**src/rtl/score_display_ctrl_pkg.sv**
```systemverilog
// score_display_ctrl_pkg: shared states and constants for the score display controller
package score_display_ctrl_pkg;
  typedef enum logic [1:0] {IDLE, PLAY, OVER_SCORE, OVER_HIGH} state_t;
  localparam logic [13:0] BLANK_CODE = 14'h3FFF;
  localparam int SCORE_W = 5;
  localparam int SCORE_MAX = 31;
endpackage

```
**src/rtl/score_display_ctrl_tick_phase_timer.sv**
```systemverilog
// tick_phase_timer: tick-driven dwell and blink counters with terminal-count strobes
module tick_phase_timer #(
  parameter int DWELL_TICKS = 8,
  parameter int BLINK_TICKS = 4
) (
  input  logic clk,
  input  logic rst,
  input  logic tick,
  input  logic clr,
  input  logic seed,
  output logic dwell_done,
  output logic blink_done
);
  localparam int DW = $clog2(DWELL_TICKS + 1);
  localparam int BW = $clog2(BLINK_TICKS + 1);
  logic [DW-1:0] dwell_cnt;
  logic [BW-1:0] blink_cnt;
  assign dwell_done = tick && dwell_cnt == DW'(DWELL_TICKS - 1);
  assign blink_done = tick && blink_cnt == BW'(BLINK_TICKS - 1);
  // seed lets a tick that lands on a state change count toward the new state
  always_ff @(posedge clk) begin
    if (rst) begin
      dwell_cnt <= '0;
      blink_cnt <= '0;
    end else if (clr) begin
      dwell_cnt <= DW'(seed);
      blink_cnt <= BW'(seed);
    end else if (tick) begin
      dwell_cnt <= dwell_done ? '0 : dwell_cnt + DW'(1);
      blink_cnt <= blink_done ? '0 : blink_cnt + BW'(1);
    end
  end
endmodule

```
**src/rtl/score_display_ctrl.sv**
```systemverilog
// score_display_ctrl: game score tracking and two-digit display sequencing with post-game blink/alternate
module score_display_ctrl
  import score_display_ctrl_pkg::*;
#(
  parameter int DWELL_TICKS = 8,
  parameter int BLINK_TICKS = 4
) (
  input  logic               clk,
  input  logic               rst,
  input  logic               tick,
  input  logic               start,
  input  logic               eat,
  input  logic               game_over,
  input  logic [13:0]        seg_code,
  output logic [SCORE_W-1:0] sel_value,
  output logic [13:0]        hex_out,
  output logic [SCORE_W-1:0] score,
  output logic [SCORE_W-1:0] high_score
);
  state_t state, state_n;
  logic blank, blank_n, dwell_done, blink_done, swap, clr, over;
  logic [SCORE_W-1:0] score_inc, score_play;
  tick_phase_timer #(.DWELL_TICKS(DWELL_TICKS), .BLINK_TICKS(BLINK_TICKS)) u_timer (
    .clk(clk),
    .rst(rst),
    .tick(tick),
    .clr(clr),
    .seed(tick && !swap),
    .dwell_done(dwell_done),
    .blink_done(blink_done)
  );
  always_comb begin
    over = state == OVER_SCORE || state == OVER_HIGH;
    swap = over && dwell_done && !start;
    score_inc = score == SCORE_W'(SCORE_MAX) ? score : score + SCORE_W'(1);
    score_play = eat ? score_inc : score;
    state_n = start ? PLAY :
              (state == PLAY && game_over) ? OVER_SCORE :
              !swap ? state :
              (state == OVER_SCORE) ? OVER_HIGH : OVER_SCORE;
    clr = state_n != state;
    blank_n = clr ? 1'b0 : (state == OVER_SCORE && blink_done) ? ~blank : blank;
    sel_value = (state == PLAY || state == OVER_SCORE) ? score : high_score;
  end
  // the increment is folded in before the game-over high-score compare
  always_ff @(posedge clk) begin
    if (rst) begin
      state <= IDLE;
      score <= '0;
      high_score <= '0;
      blank <= 1'b0;
      hex_out <= BLANK_CODE;
    end else begin
      state <= state_n;
      blank <= blank_n;
      hex_out <= blank_n ? BLANK_CODE : seg_code;
      if (start) score <= '0;
      else if (state == PLAY) score <= score_play;
      if (!start && state == PLAY && game_over && score_play > high_score) high_score <= score_play;
    end
  end
endmodule

```
**config.mk**
```make
export PLATFORM = sky130hd
export DESIGN_NAME = score_display_ctrl
export DESIGN_NICKNAME = d
export VERILOG_FILES = /design/src/rtl/score_display_ctrl_pkg.sv /design/src/rtl/score_display_ctrl_tick_phase_timer.sv /design/src/rtl/score_display_ctrl.sv
export SDC_FILE = /design/constraint.sdc
export NUM_CORES = 1
export LEC_CHECK = 0
export BUFFER_PORTS_ARGS = -buffer_cell sky130_fd_sc_hd__buf_2
export CAP_MARGIN = 20
export CORE_MARGIN = 2
export CORE_UTILIZATION = 25
export CTS_BUF_LIST = sky130_fd_sc_hd__clkbuf_4
export DETAILED_ROUTE_END_ITERATION = 10
export GPL_TIMING_DRIVEN = 1
export MAX_ROUTING_LAYER = met4
export SLEW_MARGIN = 25
export SYNTH_ARGS = -nofsm -noshare
export SYNTH_HDL_FRONTEND = slang
export SYNTH_HIERARCHICAL = 1
export SYNTH_SLANG_ARGS = --single-unit
```
**constraint.sdc**
```tcl
create_clock -name clk -period 2.6 [get_ports clk]
set_input_delay 0.26 -clock clk [delete_from_list [all_inputs] [get_ports clk]]
set_output_delay 0.26 -clock clk [all_outputs]
set_load 0.05 [all_outputs]
```
==> flow_metrics.py <==
metrics = {
    "outcome": {
        "status": "completed",
    },
    "layout": {
        "area.sequential_um2": 692,
        "antennaDiodeCount": 0,
        "final_nets": 261,
        "area_growth_pct": 29.3,
        "fillers": 680,
        "final_common_cell": "buf_2",
        "multi_input_area_um2": 937,
        "drive_gt1_share_pct": 40.3,
        "most-common-layout-cells": "48 x buf_2, 29 x dfxtp_1, 28 x nor2_1",
    },
    "setup_path": {
        "critPathMaxStageDelay_ns": 0.40,
        "crit_fanout": 7,
        "slowest_stage": "dfxtp_4",
        "worstPathCellList": "ha_4 > nand2_1 > o21a_2 > mux2_4 > ha_4 > nor2b_1 > o211a_1 > o21ai_4 > mux2_4 > nor2_2",
        "worst-path-buf-inv": 0,
        "worstPathArrival_ns": 2.76,
        "reg2reg_from": "score[0]$_SDFFE_PP0N_",
        "critPathKind": "register to register",
        "cp_top_family": "compound AO/OA/AOI/OAI gates",
        "reg2reg_slack_ns": 0.12,
        "worstPathRequired_ns": 2.89,
        "rr_worst_depth": 10,
        "startpoint_type": "register",
        "worstSetupEndpointType": "register",
        "r2r-end": "high_score[0]$_SDFFE_PP0P_",
    },
    "timing": {
        "period_needed_ns": 2.48,
        "final-hold-violation-count": 0,
        "timing.final.ws_setup_ns": 0.122,
        "slew_violations": 0,
        "fmax_ghz": 0.404,
        "finalSetupViolCount": 0,
        "post-route-period-util_pct": 95.3,
        "final.setup.tns_ns": 0,
        "worstMarginPinSlew_ns": 0.627,
        "finClkSkew_ns": 0.00680,
        "rsz0062_at_grt": "no",
        "relSlewSlack_pct": 58.2,
    },
    "route": {
        "viasPerCell": 4.42,
        "antenna_left": 0,
        "vias": 1362,
        "drt_iter0_markers": 89,
        "drt_pass1_iterations": 4,
        "drc": 0,
        "wl_mm": 3.73,
        "wl_per_cell_um": 12.1,
    },
    "yosys": {
        "synth-simple-area-share_pct": 21.3,
        "syn_area_mm2": 0.00167,
        "ys_seq_area_share_pct": 40.8,
        "ys_async_sr_fraction_pct": 0,
        "synthXorXnorAreaFrac_pct": 2.63,
        "synth_seq_cells": 34,
        "synth_edf_count": 0,
        "synth_mux_area_share_pct": 10.5,
        "synth_fa_ha_area_share_pct": 8.26,
        "yosys_warnings": 6,
        "synth-compound-area-share_pct": 11.7,
        "synthCells": 175,
        "synth_top_family_by_area": "simple AND/OR/NAND/NOR gates",
        "synthFlopType": "dfxtp_1",
        "syn_nets": 206,
        "synth.avg_cell_area_um2": 9.52,
        "synth_cell_types": 42,
    },
    "grt": {
        "grt_max_degree": 29,
        "antenna_found_initial": 0,
        "grt_overflow": 0,
        "grt_pass1_wl_mm": 6.29,
        "grt_pass1_vias": 1332,
        "track_usage_pct": 11.1,
    },
    "floorplanning": {
        "start_util_pct": 26.1,
        "coreArea_mm2": 0.00639,
        "die_width_um": 85.6,
        "die_area_mm2": 0.00734,
        "die_y_um": 85.6,
        "rows": 29,
        "num_io_pins": 49,
    },
    "clock_tree": {
        "cts.htree.levels": 2,
        "cts_tree": "built",
        "clk_latency_ns": 0.34,
        "cts_buffers": 5,
        "cts.clk_slew.worst_paths_ns": 0.11,
        "cts_buffer_depth": 2,
        "cts-root-buf": "clkbuf_4",
        "ctsHoldBuffers": 0,
        "cts_sinks": 34,
    },
    "place": {
        "place_ws_ns": 0.0439,
        "io_buffers": 48,
        "routabilityCongestion": 0.773,
        "dp_hpwl_mm": 2.72,
    },
    "worst_hold_path": {
        "hold_end": "hex_out[11]$_SDFF_PP1_",
        "hold_path_class": "input pin to register",
        "whs_path_depth": 3,
        "hp-start": "seg_code[11]",
    },
    "power_and_ir_drop": {
        "p_leak_nw": 0.990,
        "ir_worst_vdd_v": 0.000332,
        "power.density_mw_per_mm2": 567,
    },
    "flow_run": {
        "drv_cap": 0,
    },
}
[cell usage after synthesis (2+ instances only)]
library cell / n / area [um^2]
a211oi_1: 2 / 15.0
mux2_2: 8 / 90.1
nor4_1: 2 / 12.5
buf_6: 3 / 33.8
nor3b_1: 3 / 22.5
a31oi_1: 2 / 12.5
nor3_1: 2 / 10.0
a21oi_1: 5 / 25.0
a211o_1: 2 / 17.5
clkbuf_1: 4 / 15.0
ha_1: 11 / 138
xnor2_1: 2 / 17.5
dfxtp_1: 34 / 681
nand2_1: 22 / 82.6
nand4_1: 2 / 12.5
o31a_1: 2 / 17.5
mux2i_1: 7 / 70.1
inv_1: 8 / 30.0
and2b_2: 2 / 17.5
nor2_1: 28 / 105
xor2_1: 3 / 26.3
[per-stage QoR]
stage	hold WS [ns]	cells	util [%]	power (mW)	area [um^2]
after global routing	0.0688	308	33.7	1.28	2150
final	0.0885	308	33.7	1.22	2150
after CTS	0.0681	304	33.0	1.24	2110
after detailed placement	0.433	296	31.3	0.738	2000
after global placement	0.415	296	31.3	0.736	2000
after floorplan	0.337	175	-	0.692	1690
[final cells by class]
type,instances,share of cell area [%]
multi-input combinational,126,43.5
tap,77,4.47
sequential,34,32.1
timing repair buffer,55,13.6
clock inverter,3,3.19
clock buffer,5,1.74
inverter,8,1.39
[cell families after synthesis]
kind of cell,Yosys count
flip-flops,34
AO/OA/AOI/OAI,22
XOR/XNOR,5
multiplexers,16
buffers and inverters,15
AND/OR/NAND/NOR,72
adder cells (fa/ha/maj),11
[routing by layer]
| layer | vias to the layer above | track usage (%) | share of wire, % |
|---|---|---|---|
| li1 | 705 | - | - |
| met5 | - | - | 0 |
| met2 | 34 | 17.0 | 46 |
| met1 | 618 | 14.0 | 48 |
| met3 | 5 | 2.41 | 3.8 |
| met4 | 0 | 5.19 | 2.1 |
[worst max-delay path by stage]
stage / from / to / depth (start not counted)
after floorplan: score[0]$_SDFFE_PP0N_ / high_score[0]$_SDFFE_PP0P_ / 10
after global placement: score[0]$_SDFFE_PP0N_ / high_score[0]$_SDFFE_PP0P_ / 10
after detailed placement: score[0]$_SDFFE_PP0N_ / high_score[0]$_SDFFE_PP0P_ / 10
after CTS: score[0]$_SDFFE_PP0N_ / high_score[0]$_SDFFE_PP0P_ / 10
after global routing: score[0]$_SDFFE_PP0N_ / high_score[0]$_SDFFE_PP0P_ / 10
final: score[0]$_SDFFE_PP0N_ / high_score[0]$_SDFFE_PP0P_ / 10
[state kept, by name, summed over array words and instances, names as in the netlist]
register           flops
high_score             5
hex_out               14
blank                  1
u_timer/dwell_cnt      4
score                  5
state                  2
u_timer/blink_cnt      3
[where the power goes]
part           total (mW)  leakage [nW]  internal (mW)  switching [mW]
Combinational       0.179         0.652         0.0626           0.117
Clock               0.492        0.0554          0.301           0.192
Sequential          0.549         0.282          0.538          0.0105
[timing repair]
item                                    in CTS  in global routing
gates resized for setup                      0                  3
buffers inserted                             0                  4
endpoints found under the setup margin       0                  5
[worst reg2reg max path, stage by stage, from the launching register on]
cell and delay (ns):
dfxtp_4 0.40, ha_4 0.13, nand2_1 0.06, o21a_2 0.24
mux2_4 0.33, ha_4 0.22, nor2b_1 0.13, o211a_1 0.25
o21ai_4 0.26, mux2_4 0.33, nor2_2 0.07
No activity file was read; power rests on OpenSTA's default activity.
